### config.mk
export PLATFORM = sky130hd
export DESIGN_NAME = addr_seq_multi
export DESIGN_NICKNAME = d
export VERILOG_FILES = /design/src/rtl/addr_seq_multi.sv
export SDC_FILE = /design/constraint.sdc
export NUM_CORES = 1
export LEC_CHECK = 0
export CAP_MARGIN = 20
export CORE_ASPECT_RATIO = 0.8
export CORE_UTILIZATION = 47
export CTS_CLUSTER_SIZE = 24
export DETAILED_ROUTE_END_ITERATION = 10
export DONT_BUFFER_PORTS = 1
export GPL_TIMING_DRIVEN = 0
export MAX_ROUTING_LAYER = met4
export PLACE_DENSITY = 0.73
export SYNTH_ARGS = -nofsm -noshare
export SYNTH_HDL_FRONTEND = slang
export SYNTH_SLANG_ARGS = --single-unit
### constraint.sdc
create_clock -name clk -period 9.6 [get_ports clk]
set_clock_uncertainty 0.15 [all_clocks]
set_input_delay 0.96 -clock clk [delete_from_list [all_inputs] [get_ports clk]]
set_output_delay 0.96 -clock clk [all_outputs]
set_load 0.01 [all_outputs]
### src/rtl/addr_seq_multi.sv
// rtl/addr_seq_multi.sv - multi-channel RAM read/write address sequencer with arbitration and abort
// Optional macro ASEQ_STRIDE_EN adds an 8-bit per-transfer address stride input.
module addr_seq_multi #(
    parameter  int NUM_CH = 3,
    parameter  int ADDR_W = 32,
    localparam int CH_W   = (NUM_CH > 1) ? $clog2(NUM_CH) : 1
) (
    input  logic              clk,
    input  logic              rst_n,
    input  logic              start,
    input  logic [CH_W-1:0]   ch_sel,
    input  logic [ADDR_W-1:0] offset,
    input  logic [ADDR_W-1:0] length,
    input  logic              abort,
    input  logic [NUM_CH-1:0] rd_pause,
    input  logic [NUM_CH-1:0] wr_pause,
`ifdef ASEQ_STRIDE_EN
    input  logic [7:0]        stride,
`endif
    output logic [ADDR_W-1:0] addr,
    output logic              addr_valid,
    output logic              addr_is_wr,
    output logic [CH_W-1:0]   addr_ch,
    output logic [NUM_CH-1:0] rd_done,
    output logic [NUM_CH-1:0] wr_done,
    output logic              busy,
    output logic              err
);

    typedef enum logic [1:0] {
        IDLE,
        RUN,
        DONE
    } state_e;

    localparam logic [CH_W:0]   NUM_CH_L = (CH_W + 1)'(NUM_CH);
    localparam logic [ADDR_W-1:0] ONE    = ADDR_W'(1);

    state_e              state_q;
    logic [CH_W-1:0]     ch_q;
    logic [ADDR_W-1:0]   len_q;
    logic [ADDR_W-1:0]   rd_cnt_q;
    logic [ADDR_W-1:0]   wr_cnt_q;
    logic [ADDR_W-1:0]   rd_addr_q;
    logic [ADDR_W-1:0]   wr_addr_q;
    logic                last_wr_q;
    logic [ADDR_W-1:0]   addr_q;
    logic                addr_valid_q;
    logic                addr_is_wr_q;
    logic [CH_W-1:0]     addr_ch_q;
    logic [NUM_CH-1:0]   rd_done_q;
    logic [NUM_CH-1:0]   wr_done_q;
    logic                busy_q;
    logic                err_q;

    logic [ADDR_W-1:0]   step;
`ifdef ASEQ_STRIDE_EN
    logic [7:0]          stride_q;
    assign step = ADDR_W'(stride_q);
`else
    assign step = ONE;
`endif

    logic                rd_elig;
    logic                wr_elig;
    logic                contested;
    logic                grant_rd;
    logic                grant_wr;
    logic                ch_bad;
    logic [NUM_CH-1:0]   sel_bit;
    logic [ADDR_W-1:0]   rd_cnt_d;
    logic [ADDR_W-1:0]   wr_cnt_d;

    // A write may only reuse a word that has already been read out.
    assign rd_elig   = (state_q == RUN) && !rd_pause[ch_q] && (rd_cnt_q < len_q);
    assign wr_elig   = (state_q == RUN) && !wr_pause[ch_q] && (wr_cnt_q < len_q)
                       && (wr_cnt_q < rd_cnt_q);
    assign contested = rd_elig && wr_elig;
    assign grant_rd  = rd_elig && (!wr_elig || last_wr_q);
    assign grant_wr  = wr_elig && (!rd_elig || !last_wr_q);

    assign ch_bad    = ({1'b0, ch_sel} >= NUM_CH_L);
    assign sel_bit   = NUM_CH'(1) << ch_sel;
    assign rd_cnt_d  = rd_cnt_q + ONE;
    assign wr_cnt_d  = wr_cnt_q + ONE;

    // last_wr_q only records the winner of contested cycles, and each transfer
    // starts arbitration fresh so streams are independent of history.
    always_ff @(posedge clk or negedge rst_n) begin
        if (!rst_n) begin
            state_q      <= IDLE;
            ch_q         <= '0;
            len_q        <= '0;
            rd_cnt_q     <= '0;
            wr_cnt_q     <= '0;
            rd_addr_q    <= '0;
            wr_addr_q    <= '0;
            last_wr_q    <= 1'b1;
            addr_q       <= '0;
            addr_valid_q <= 1'b0;
            addr_is_wr_q <= 1'b0;
            addr_ch_q    <= '0;
            rd_done_q    <= '0;
            wr_done_q    <= '0;
            busy_q       <= 1'b0;
            err_q        <= 1'b0;
`ifdef ASEQ_STRIDE_EN
            stride_q     <= 8'd1;
`endif
        end else begin
            err_q        <= 1'b0;
            addr_valid_q <= 1'b0;
            if (abort) begin
                state_q   <= IDLE;
                busy_q    <= 1'b0;
                rd_done_q <= '0;
                wr_done_q <= '0;
            end else begin
                case (state_q)
                    IDLE: begin
                        if (start && ch_bad) begin
                            err_q <= 1'b1;
                        end else if (start) begin
                            ch_q      <= ch_sel;
                            len_q     <= length;
                            rd_cnt_q  <= '0;
                            wr_cnt_q  <= '0;
                            rd_addr_q <= offset;
                            wr_addr_q <= offset;
                            last_wr_q <= 1'b1;
                            busy_q    <= 1'b1;
`ifdef ASEQ_STRIDE_EN
                            stride_q  <= (stride == 8'd0) ? 8'd1 : stride;
`endif
                            if (length == '0) begin
                                state_q   <= DONE;
                                rd_done_q <= sel_bit;
                                wr_done_q <= sel_bit;
                            end else begin
                                state_q   <= RUN;
                                rd_done_q <= '0;
                                wr_done_q <= '0;
                            end
                        end
                    end
                    RUN: begin
                        if (rd_done_q[ch_q] && wr_done_q[ch_q]) begin
                            state_q <= DONE;
                        end else if (grant_rd) begin
                            addr_q       <= rd_addr_q;
                            addr_valid_q <= 1'b1;
                            addr_is_wr_q <= 1'b0;
                            addr_ch_q    <= ch_q;
                            rd_cnt_q     <= rd_cnt_d;
                            rd_addr_q    <= rd_addr_q + step;
                            if (contested) last_wr_q <= 1'b0;
                            if (rd_cnt_d == len_q) rd_done_q[ch_q] <= 1'b1;
                        end else if (grant_wr) begin
                            addr_q       <= wr_addr_q;
                            addr_valid_q <= 1'b1;
                            addr_is_wr_q <= 1'b1;
                            addr_ch_q    <= ch_q;
                            wr_cnt_q     <= wr_cnt_d;
                            wr_addr_q    <= wr_addr_q + step;
                            if (contested) last_wr_q <= 1'b1;
                            if (wr_cnt_d == len_q) wr_done_q[ch_q] <= 1'b1;
                        end
                    end
                    DONE: begin
                        state_q <= IDLE;
                        busy_q  <= 1'b0;
                    end
                    default: begin
                        state_q <= IDLE;
                        busy_q  <= 1'b0;
                    end
                endcase
            end
        end
    end

    assign addr       = addr_q;
    assign addr_valid = addr_valid_q;
    assign addr_is_wr = addr_is_wr_q;
    assign addr_ch    = addr_ch_q;
    assign rd_done    = rd_done_q;
    assign wr_done    = wr_done_q;
    assign busy       = busy_q;
    assign err        = err_q;

endmodule

==> flow_summary.json, run 1 <==
{
  "outcome": "finished clean",
  "initial_antenna_violation_count": 1,
  "fillerInstances": 3135,
  "finalMaxSlewViolations": 0,
  "synth.cell_area_um2": 15860,
  "synth_area_leaders": "sky130_fd_sc_hd__dfrtp_1 33%, sky130_fd_sc_hd__ha_1 7.8%, sky130_fd_sc_hd__nand2_1 4.6%, sky130_fd_sc_hd__mux2_2 4.5%, sky130_fd_sc_hd__o21ai_0 4.4%",
  "pwr-share-seq": 0.385,
  "overflow": 0,
  "first_pass_iters": 8,
  "worst_slew_pin_slew_ns": 1.290,
  "synthDominantAreaCellType": "sky130_fd_sc_hd__dfrtp_1",
  "sum_of_negative_setup_slack_ns": 0,
  "drt_iter0_drc": 2448,
  "critical-path-top-cell-by-count": "sky130_fd_sc_hd__clkbuf_1",
  "port_buffers": 0,
  "fp.dieArea_um2": 34480,
  "timing.critical_path.arrival_ns": 5.78,
  "cts_resized": 0,
  "p_per_area_nw_per_um2": 211.7,
  "drc": 0,
  "crit_path_top_delay_cell": "sky130_fd_sc_hd__clkbuf_1",
  "leakagePower_uw": 0.006971,
  "fp-row-count": 59,
  "max_stage_delay_ns": 0.83,
  "htree_num_levels": 1,
  "min_path_type": "input port to async pin",
  "irDropWorstVdd_uv": 133.3,
  "floorplan.die.width_um": 207.4,
  "finalNetCount": 2092,
  "ctsLongestPathBuffers": 3,
  "power.net_switching_uw": 1505,
  "timing.critical_path.required_ns": 9.80,
  "postSynthCellCount": 1885,
  "tritoncts": "built",
  "synth.lib_cells_used.distinct": 89,
  "power.share.clock": 0.269,
  "internal_power_consumption_uw": 2155,
  "worst-path-buf-inv": 4,
  "flip_flop_and_latch_count_after_synthesis": 209,
  "grt_pass1_wl_um": 99840,
  "floorplan.initialDensity": 0.4827,
  "avgRoutedWirePerCell_um": 28.55,
  "syn_avg_cell_area_um2": 8.412,
  "ys_seq_area_frac": 0.3299,
  "sw_frac_of_total": 0.4112,
  "final_hold_viol_count": 0,
  "die_h_um": 166.3,
  "synth_top_flop_cell": "sky130_fd_sc_hd__dfrtp_1",
  "setup_repair_after_global_routing_missed_its_margin": "false",
  "post_synth_edffs": 0,
  "postSynthNetCount": 2060,
  "critPathKind": "flop to flop",
  "synthDominantCellAreaShare": 0.3283,
  "area.sequential_um2": 5231,
  "path_clk_slew_ns": 0.06,
  "finalWeightedCongestion": 0.9867,
  "startpoint_type": "flop",
  "period_needed_ns": 5.579,
  "grt_start_max_net_pins": 209,
  "combPwrFrac": 0.346,
  "vias_per_cell": 6.928,
  "clock-sinks": 209,
  "flow.area_growth_from_synthesis_pct": 9.011,
  "multi_input_gate_area_um2": 9738,
  "synthArstFlopShare": 1.000,
  "crit_chain": "clkbuf_1 -> inv_1 -> ha_1 -> nand4_1 -> nor4_1 -> nand2_1 -> a31oi_1 -> o41a_1 -> a21oi_1 -> nor2_1 -> buf_6 -> clkbuf_1 -> a2bb2oi_1",
  "postLayoutSetupSlackWorst_ns": 4.021,
  "final_antenna_violating_net_count": 0,
  "clkLatencyLatePin_ns": 0.55,
  "cts.repair_timing.setup_buffer_count": 0,
  "dpl_wire_length_um": 50100,
  "num_vias": 16370,
  "grt_usage": 0.3966,
  "cp-end-kind": "flop",
  "worstPathMaxFanout": 10,
  "place_worst_setup_slack_ns": 4.272,
  "route.final.wire_length_um": 67470,
  "io-pin-count": 120,
  "yosys_warnings": 0,
  "final_design_utilization": 0.5262,
  "clock.fmax_mhz": 179.3,
  "core_area_um2": 32850,
  "cp_top_family": "buffers and inverters",
  "setup_violations": 0,
  "drive_above_1_share": 0.09053,
  "cts_made_buffers": 25,
  "relSlewSlack": 0.1402,
  "cts_root_buf": "sky130_fd_sc_hd__clkbuf_16",
  "drv_cap": 0,
  "vias_in_the_first_global_route": 15310,
  "finalCritPeriodShare": 0.5811
}
worst paths after layout:
path                                             end                      start  cells past startpoint  slack [ns]
setup / recovery            rd_addr_q[2]$_DFFE_PN0P_   rd_cnt_q[29]$_DFFE_PN0P_                     13        4.02
hold / removal                 last_wr_q$_DFFE_PN1P_                      rst_n                      0        0.10
setup reg to reg            rd_addr_q[2]$_DFFE_PN0P_   rd_cnt_q[29]$_DFFE_PN0P_                     13        4.02
hold reg to reg            rd_addr_q[10]$_DFFE_PN0P_  rd_addr_q[10]$_DFFE_PN0P_                      1        0.38
max in group asynchronous        addr[4]$_DFFE_PN0P_                      rst_n                      1        8.03
min in group clk                len_q[0]$_DFFE_PN0P_                  length[0]                      2        0.37
repair_timing:
item | CTS | global route
setup endpoints to repair | 0 | 0
hold buffers | 1 | 0
endpoints found under the hold margin | 208 | 0
area by class of cell:
| class | instances | area share |
|---|---|---|
| multi-input combinational | 1457 | 0.5634 |
| timing repair buffer | 5 | 0.004054 |
| clock inverter | 7 | 0.005212 |
| buffer | 132 | 0.03243 |
| antenna | 3 | 0.0004343 |
| clock buffer | 36 | 0.04206 |
| inverter | 87 | 0.01889 |
| tap | 427 | 0.03091 |
| sequential | 209 | 0.3026 |
cells in the mapped netlist (37+ instances only):
cell type and number:
sky130_fd_sc_hd__a21oi_1 87, sky130_fd_sc_hd__a31oi_1 37, sky130_fd_sc_hd__clkbuf_1 84, sky130_fd_sc_hd__dfrtp_1 208, sky130_fd_sc_hd__ha_1 99, sky130_fd_sc_hd__inv_1 87
sky130_fd_sc_hd__mux2_2 64, sky130_fd_sc_hd__nand2_1 194, sky130_fd_sc_hd__nand3_1 86, sky130_fd_sc_hd__nand4_1 49, sky130_fd_sc_hd__nor2_1 109, sky130_fd_sc_hd__nor3_1 62
sky130_fd_sc_hd__nor4_1 37, sky130_fd_sc_hd__o21ai_0 138, sky130_fd_sc_hd__xnor2_1 53
registers in the layout, summed over array words and instances (netlist names), 3 cells and up:
| register | cells |
|---|---|
| addr | 32 |
| len_q | 32 |
| rd_addr_q | 32 |
| rd_cnt_q | 32 |
| wr_addr_q | 32 |
| wr_cnt_q | 32 |
| rd_done | 3 |
| wr_done | 3 |
power groups by stage:
| stage | Sequential (µW) | Combinational (µW) | Clock, µW |
|---|---|---|---|
| after floorplan | 1310 | 848 | 0 |
| after global placement | 1410 | 1170 | 0 |
| after detailed placement | 1410 | 1190 | 0 |
| after CTS | 1400 | 1220 | 988 |
| after global routing | 1430 | 1370 | 1020 |
| final | 1410 | 1270 | 984 |
worst reg2reg max path, delay by kind of cell, from the launching register on:
family                   cells  cell delay [ns]
buffers and inverters        4             1.55
AND/OR/NAND/NOR              4             1.49
AO/OA/AOI/OAI                4             1.48
flip-flops                   1             0.38
adder cells (fa/ha/maj)      1             0.33
layout by cell type, fill, tap and decap left out, drive strengths merged, types with 22 or more instances in the layout:
master / instances
and2: 22
buf: 52
o211ai: 36
nor4: 42
ha: 99
mux2: 64
nand3: 87
a31oi: 37
dfrtp: 208
and3: 29
inv: 87
clkbuf: 121
nor3: 64
o31ai: 34
a21oi: 89
xnor2: 54
xor2: 24
nand4: 51
nor2: 109
o21ai: 139
nand2: 194
metal layers:
metal | wire length, µm | GRT usage | vias to the layer above | share of wire
met5 | 0 | - | - | 0
met4 | 2272 | 0.1171 | 0 | 0.034
met3 | 9912 | 0.1420 | 171 | 0.15
met2 | 26440 | 0.5207 | 1115 | 0.39
met1 | 28840 | 0.5601 | 7966 | 0.43
li1 | - | - | 7120 | -
stage by stage:
step | cells | power [µW] | hold slack (ns) | area, µm²
2_1_floorplan | 1885 | 2156 | 0.3264 | 15860
3_3_place_gp | 2312 | 2571 | 0.3441 | 16390
3_5_place_dp | 2314 | 2601 | 0.3632 | 16410
4_1_cts | 2358 | 3604 | 0.09549 | 17250
5_1_grt | 2362 | 3819 | 0.1006 | 17280
6_report | 2363 | 3660 | 0.1040 | 17290
cell families after synthesis:
| logic type | share of synthesized area |
|---|---|
| AOI/OAI and AO/OA | 0.2217 |
| xor gates and xnor gates | 0.04356 |
| adders and majority gates | 0.07875 |
| buffers and inverters | 0.05595 |
| DFF | 0.3299 |
| muxes | 0.04924 |
| and+or+nand+nor | 0.2209 |
Note: power is estimated with default switching activity, not from simulation.
==> run 2: changes to the inputs <==
==> constraint.sdc (replaced) <==
create_clock -name clk -period 5.4 [get_ports clk]
set_clock_uncertainty 0.15 [all_clocks]
set_input_delay 0.54 -clock clk [delete_from_list [all_inputs] [get_ports clk]]
set_output_delay 0.54 -clock clk [all_outputs]
set_load 0.01 [all_outputs]
==> run 2 against run 1 <==
The run now ends with negative hold slack left. Final cell count increased by 1.3%. Setup slack worse by 3.7 ns. Hold slack lost 0.56 ns. Combinational power grew 77%. Largest cell class unchanged.
==> flow_summary.json, run 2 (synthesis gave the netlist of run 1 again) <==
{
  "leakagePower_uw": 0.007106,
  "worst_slew_pin_slew_ns": 1.311,
  "grt_pass1_wl_um": 100600,
  "final_antenna_violating_net_count": 0,
  "final_design_utilization": 0.5356,
  "place_worst_setup_slack_ns": 0.07208,
  "vias_in_the_first_global_route": 15570,
  "cts_root_buf": "sky130_fd_sc_hd__clkbuf_16",
  "timing.critical_path.arrival_ns": 5.36,
  "most_frequent_standard_cell_in_the_layout_excluding_fill_and_tap_cells": "sky130_fd_sc_hd__dfrtp_1",
  "failed_checks": "negative hold slack",
  "grt_usage": 0.3992,
  "outcome": "finished, violations left",
  "dpl_wire_length_um": 50100,
  "setup_violations": 0,
  "ctsLongestPathBuffers": 3,
  "port_buffers": 0,
  "htree_num_levels": 1,
  "max_stage_delay_ns": 0.57,
  "vias_per_cell": 6.933,
  "cts.repair_timing.setup_buffer_count": 0,
  "finalHoldWorstSlack_ns": -0.4561,
  "route.final.wire_length_um": 67780,
  "clkLatencyLatePin_ns": 0.55,
  "relSlewSlack": 0.1259,
  "postLayoutSetupSlackWorst_ns": 0.2738,
  "final_hold_viol_count": 208,
  "irDropWorstVdd_uv": 236.3,
  "critPathKind": "flop to flop",
  "post_cts_hold_buffer_count": 33,
  "drc": 0,
  "setup_repair_after_global_routing_missed_its_margin": "false",
  "commonest_cells_after_routing_fill_and_taps_aside": "208 x sky130_fd_sc_hd__dfrtp_1, 194 x sky130_fd_sc_hd__nand2_1, 138 x sky130_fd_sc_hd__o21ai_0, 109 x sky130_fd_sc_hd__nor2_1, 99 x sky130_fd_sc_hd__ha_1",
  "tritoncts": "built",
  "p_per_area_nw_per_um2": 369.3,
  "finalWeightedCongestion": 0.9867,
  "finalCritPeriodShare": 0.9493,
  "grt_start_max_net_pins": 210,
  "first_pass_iters": 7,
  "io-pin-count": 120,
  "stdcell_area_um2": 17590,
  "fp-row-count": 59,
  "clock-sinks": 209,
  "initial_antenna_violation_count": 2,
  "clock.fmax_mhz": 195.1,
  "finalNetCount": 2125,
  "path_clk_slew_ns": 0.06,
  "floorplan.initialDensity": 0.4827,
  "placed_cell_area_um2": 16410,
  "overflow": 0,
  "die_h_um": 166.3,
  "finalMaxSlewViolations": 0,
  "core_area_um2": 32850,
  "flow.area_growth_from_synthesis_pct": 10.95,
  "fp.dieArea_um2": 34480,
  "num_vias": 16600,
  "drt_iter0_drc": 2416,
  "crit_chain": "clkbuf_1 -> inv_1 -> ha_1 -> nand4_1 -> nor4_1 -> nand2_1 -> a31oi_1 -> o41a_1 -> a21oi_1 -> nor2_1 -> buf_6 -> clkbuf_2 -> a2bb2oi_1",
  "timing.critical_path.required_ns": 5.64,
  "worstPathMaxFanout": 10,
  "min_path_type": "input port to async pin",
  "drive_above_1_share": 0.09003,
  "startpoint_type": "flop",
  "crit_path_top_delay_cell": "sky130_fd_sc_hd__nor4_1",
  "drv_cap": 0,
  "cp-end-kind": "flop",
  "floorplan.die.width_um": 207.4,
  "cts_made_buffers": 25,
  "avgRoutedWirePerCell_um": 28.31,
  "period_needed_ns": 5.126
}
run 2: final timing paths:
path | cells past startpoint | end | slack, ns | from
max | 13 | rd_addr_q[2]$_DFFE_PN0P_ | 0.27 | rd_cnt_q[29]$_DFFE_PN0P_
min | 0 | rd_cnt_q[30]$_DFFE_PN0P_ | -0.46 | rst_n
max reg2reg | 13 | rd_addr_q[2]$_DFFE_PN0P_ | 0.27 | rd_cnt_q[29]$_DFFE_PN0P_
min reg2reg | 1 | rd_addr_q[10]$_DFFE_PN0P_ | 0.38 | rd_addr_q[10]$_DFFE_PN0P_
max in group asynchronous | 0 | rd_cnt_q[24]$_DFFE_PN0P_ | 4.63 | rst_n
min in group clk | 2 | len_q[12]$_DFFE_PN0P_ | 0.02 | length[12]
run 2: layout make-up:
type	instances	area [µm²]
diodes	1	2.502
plain buffers	132	563.0
clock buffers	36	726.9
clock inverters	7	90.09
fillers	3116	15260
inverters	87	326.6
multi-input cells	1457	9738
flip-flops and latches	209	5231
well taps	427	534.3
repair buffers	38	380.4
run 2: worst max-delay path: cells and delay by family, from the launching register on:
family / cells / cell delay (ns)
AO/OA/AOI/OAI: 4 / 1.40
adder cells (fa/ha/maj): 1 / 0.34
buffers and inverters: 4 / 1.20
flip-flops: 1 / 0.38
AND/OR/NAND/NOR: 4 / 1.48
run 2: where the power goes:
part / switching (µW) / internal (µW)
clock: 727 / 1020
sequential: 551 / 1950
combinational: 1370 / 872
run 2: repair_timing:
item / in CTS / in global routing
gates resized for setup: 0 / 6
endpoints found under the hold margin: 241 / 209
setup endpoints to repair: 0 / 20
run 2: metal layers:
metal	global-route usage	routed length (µm)
met5	-	0
met4	0.1155	2153
met3	0.1382	9835
met2	0.5283	26760
met1	0.5642	29030
run 2: per-stage QoR:
| stage | instances | setup TNS, ns | total power [µW] | hold WS (ns) |
|---|---|---|---|---|
| detailed placement | 2314 | 0 | 4623 | 0.1026 |
| global route | 2393 | 0 | 6773 | -0.4766 |
| global placement | 2312 | -5.259 | 4571 | 0.1011 |
| CTS | 2390 | 0 | 6393 | -0.4686 |
| floorplan | 1885 | 0 | 3832 | 0.09441 |
| finish | 2394 | 0 | 6496 | -0.4561 |
==> run 3: changes to the inputs <==
--- a/config.mk
+++ b/config.mk
@@ -7,6 +7,7 @@
 export LEC_CHECK = 0
 export CAP_MARGIN = 20
 export CORE_ASPECT_RATIO = 0.8
+export CORE_MARGIN = 4
 export CORE_UTILIZATION = 47
 export CTS_CLUSTER_SIZE = 24
 export DETAILED_ROUTE_END_ITERATION = 10
==> constraint.sdc (replaced) <==
create_clock -name clk -period 5.9 [get_ports clk]
set_clock_uncertainty 0.15 [all_clocks]
set_input_delay 0.59 -clock clk [delete_from_list [all_inputs] [get_ports clk]]
set_output_delay 0.59 -clock clk [all_outputs]
set_load 0.01 [all_outputs]
==> run 3 against run 2 <==
The run still ends with negative hold slack left. Global-route usage fell by 3.8 points. Hold slack gained 0.31 ns. Core utilization down 0.85 points. Combinational power fell by 8%. Final cell count shrank 0.84%. Maximum frequency fell by 9.5%. Critical path depth unchanged. Setup slack worse by 0.036 ns. Critical path type unchanged.
==> flow_summary.json, run 3 (synthesis gave the netlist of run 1 again) <==
{
  "failed_checks": "negative hold slack",
  "io-pin-count": 120,
  "globalRouteMet1Util": 0.5199,
  "crit_chain": "clkbuf_1 -> inv_1 -> ha_1 -> nand2_1 -> nor4_1 -> nand4_1 -> a31oi_1 -> o41a_1 -> a21oi_1 -> nor2_1 -> buf_4 -> clkbuf_1 -> a31oi_1",
  "drc": 0,
  "crit_path_top_delay_cell": "sky130_fd_sc_hd__clkbuf_1",
  "reg2reg_to": "rd_addr_q[13]$_DFFE_PN0P_",
  "tritoncts": "built",
  "vias_in_the_first_global_route": 15240,
  "vias_per_cell": 6.990,
  "final_hold_viol_count": 49,
  "fp.dieArea_um2": 36760,
  "period_needed_ns": 5.663,
  "finalHoldWorstSlack_ns": -0.1426,
  "worst_r2r_path_depth": 13,
  "worstPathMaxFanout": 10,
  "drv_cap": 0,
  "cp-end-kind": "flop",
  "cts_root_buf": "sky130_fd_sc_hd__clkbuf_16",
  "startpoint_type": "flop",
  "clock.fmax_mhz": 176.6,
  "p_per_area_nw_per_um2": 343.6,
  "grt_pass1_wl_um": 97460,
  "num_vias": 16600,
  "floorplan.die.width_um": 213.4,
  "finalCritPeriodShare": 0.9598,
  "fp-row-count": 59,
  "finalWeightedCongestion": 1.059,
  "clock-sinks": 209,
  "commonest_cells_after_routing_fill_and_taps_aside": "208 x sky130_fd_sc_hd__dfrtp_1, 194 x sky130_fd_sc_hd__nand2_1, 138 x sky130_fd_sc_hd__o21ai_0, 109 x sky130_fd_sc_hd__nor2_1, 99 x sky130_fd_sc_hd__ha_1",
  "first_pass_iters": 6,
  "ff2ff_setup_slack_ns": 0.24,
  "timing.critical_path.arrival_ns": 5.88,
  "min_path_type": "input port to async pin",
  "drive_above_1_share": 0.09016,
  "final_design_utilization": 0.5271,
  "leakagePower_uw": 0.006993,
  "grt_usage": 0.3615,
  "layer_with_the_highest_usage_after_global_routing": "met1",
  "setup_repair_after_global_routing_missed_its_margin": "false",
  "drt_iter0_drc": 2929,
  "path_clk_slew_ns": 0.07,
  "avgRoutedWirePerCell_um": 28.14,
  "dpl_wire_length_um": 49590,
  "die_h_um": 172.3,
  "initial_antenna_violation_count": 3,
  "setup_violations": 0,
  "place_worst_setup_slack_ns": 0.4926,
  "floorplan.initialDensity": 0.4816,
  "core_area_um2": 32920,
  "grt_start_max_net_pins": 210,
  "stdcell_area_um2": 17350,
  "final_antenna_violating_net_count": 0,
  "worst_slew_pin_slew_ns": 1.304,
  "post_cts_hold_buffer_count": 10,
  "worst_r2r_start": "len_q[21]$_DFFE_PN0P_",
  "overflow": 0,
  "met3_usage": 0.1321,
  "timing.critical_path.required_ns": 6.12,
  "port_buffers": 0,
  "relSlewSlack": 0.1305,
  "route.final.wire_length_um": 66810,
  "finalNetCount": 2098,
  "use_met2": 0.4686,
  "critPathKind": "flop to flop",
  "finalMaxSlewViolations": 0,
  "cts.repair_timing.setup_buffer_count": 0,
  "flow.area_growth_from_synthesis_pct": 9.445,
  "irDropWorstVdd_uv": 290.4,
  "clkLatencyLatePin_ns": 0.56,
  "postLayoutSetupSlackWorst_ns": 0.2374,
  "max_stage_delay_ns": 0.83,
  "htree_num_levels": 1,
  "cts_made_buffers": 24,
  "placed_cell_area_um2": 16390,
  "cts_resized": 0,
  "ctsLongestPathBuffers": 3,
  "outcome": "finished, violations left",
  "sum_of_negative_setup_slack_ns": 0,
  "most_frequent_standard_cell_in_the_layout_excluding_fill_and_tap_cells": "sky130_fd_sc_hd__dfrtp_1"
}
## run 3: changes by cell type in the layout (fill, tap and decap cells not counted)
cell,previous run,this run
sky130_fd_sc_hd__buf_4,3,4
sky130_fd_sc_hd__clkbuf_2,3,1
sky130_fd_sc_hd__clkbuf_1,87,88
sky130_fd_sc_hd__clkbuf_4,1,0
sky130_fd_sc_hd__clkinvlp_4,2,3
sky130_fd_sc_hd__clkbuf_8,6,4
sky130_fd_sc_hd__clkinv_2,3,6
sky130_fd_sc_hd__diode_2,1,6
sky130_fd_sc_hd__buf_16,0,1
sky130_fd_sc_hd__dlygate4sd3_1,33,9
sky130_fd_sc_hd__buf_2,37,36
sky130_fd_sc_hd__buf_6,3,1
## run 3: worst max-delay path by stage
stage	start	end	slack, ns	cells past startpoint
detailed placement	len_q[21]$_DFFE_PN0P_	rd_addr_q[13]$_DFFE_PN0P_	0.49	12
finish	len_q[21]$_DFFE_PN0P_	rd_addr_q[13]$_DFFE_PN0P_	0.24	13
CTS	len_q[21]$_DFFE_PN0P_	rd_addr_q[13]$_DFFE_PN0P_	0.46	12
global route	len_q[21]$_DFFE_PN0P_	rd_addr_q[30]$_DFFE_PN0P_	0.28	13
global placement	len_q[21]$_DFFE_PN0P_	rd_cnt_q[13]$_DFFE_PN0P_	0.49	12
floorplan	len_q[17]$_DFFE_PN0P_	wr_cnt_q[27]$_DFFE_PN0P_	2.80	13
## run 3: per-layer routing
metal | vias up | wire (µm)
met5 | - | 0
met4 | 0 | 2437
met3 | 181 | 10740
met2 | 1270 | 25800
met1 | 8020 | 27830
li1 | 7124 | -
## run 3: area by class of cell
cell class	instances	area [µm²]
antenna	6	15.01
clock inverter	11	112.6
clock buffer	33	695.7
timing repair buffer	12	140.1
sequential	209	5231
buffer	132	560.5
inverter	87	326.6
multi-input combinational	1457	9738
tap	427	534.3
fill	3113	15570
## run 3: critical path: cells and delay by family (launching register included)
kind            cells  cell delay, ns
flops               1            0.33
simple gates        4            1.27
compound gates      4            1.50
buf+inv             4            1.85
fa+ha+maj           1            0.37
## run 3: power by group
part           internal, µW  switching, µW
combinational           787           1280
clock                   912            680
sequential             1780            517
total                  3480           2480
## run 3: metrics by stage
stage / total power, µW / instances / hold WS (ns)
3_5_place_dp: 4234 / 2312 / 0.1578
5_1_grt: 6204 / 2370 / 0.01594
4_1_cts: 5855 / 2366 / 0.00001121
2_1_floorplan: 3507 / 1885 / 0.1444
6_report: 5963 / 2374 / -0.1426
3_3_place_gp: 4178 / 2312 / 0.1567
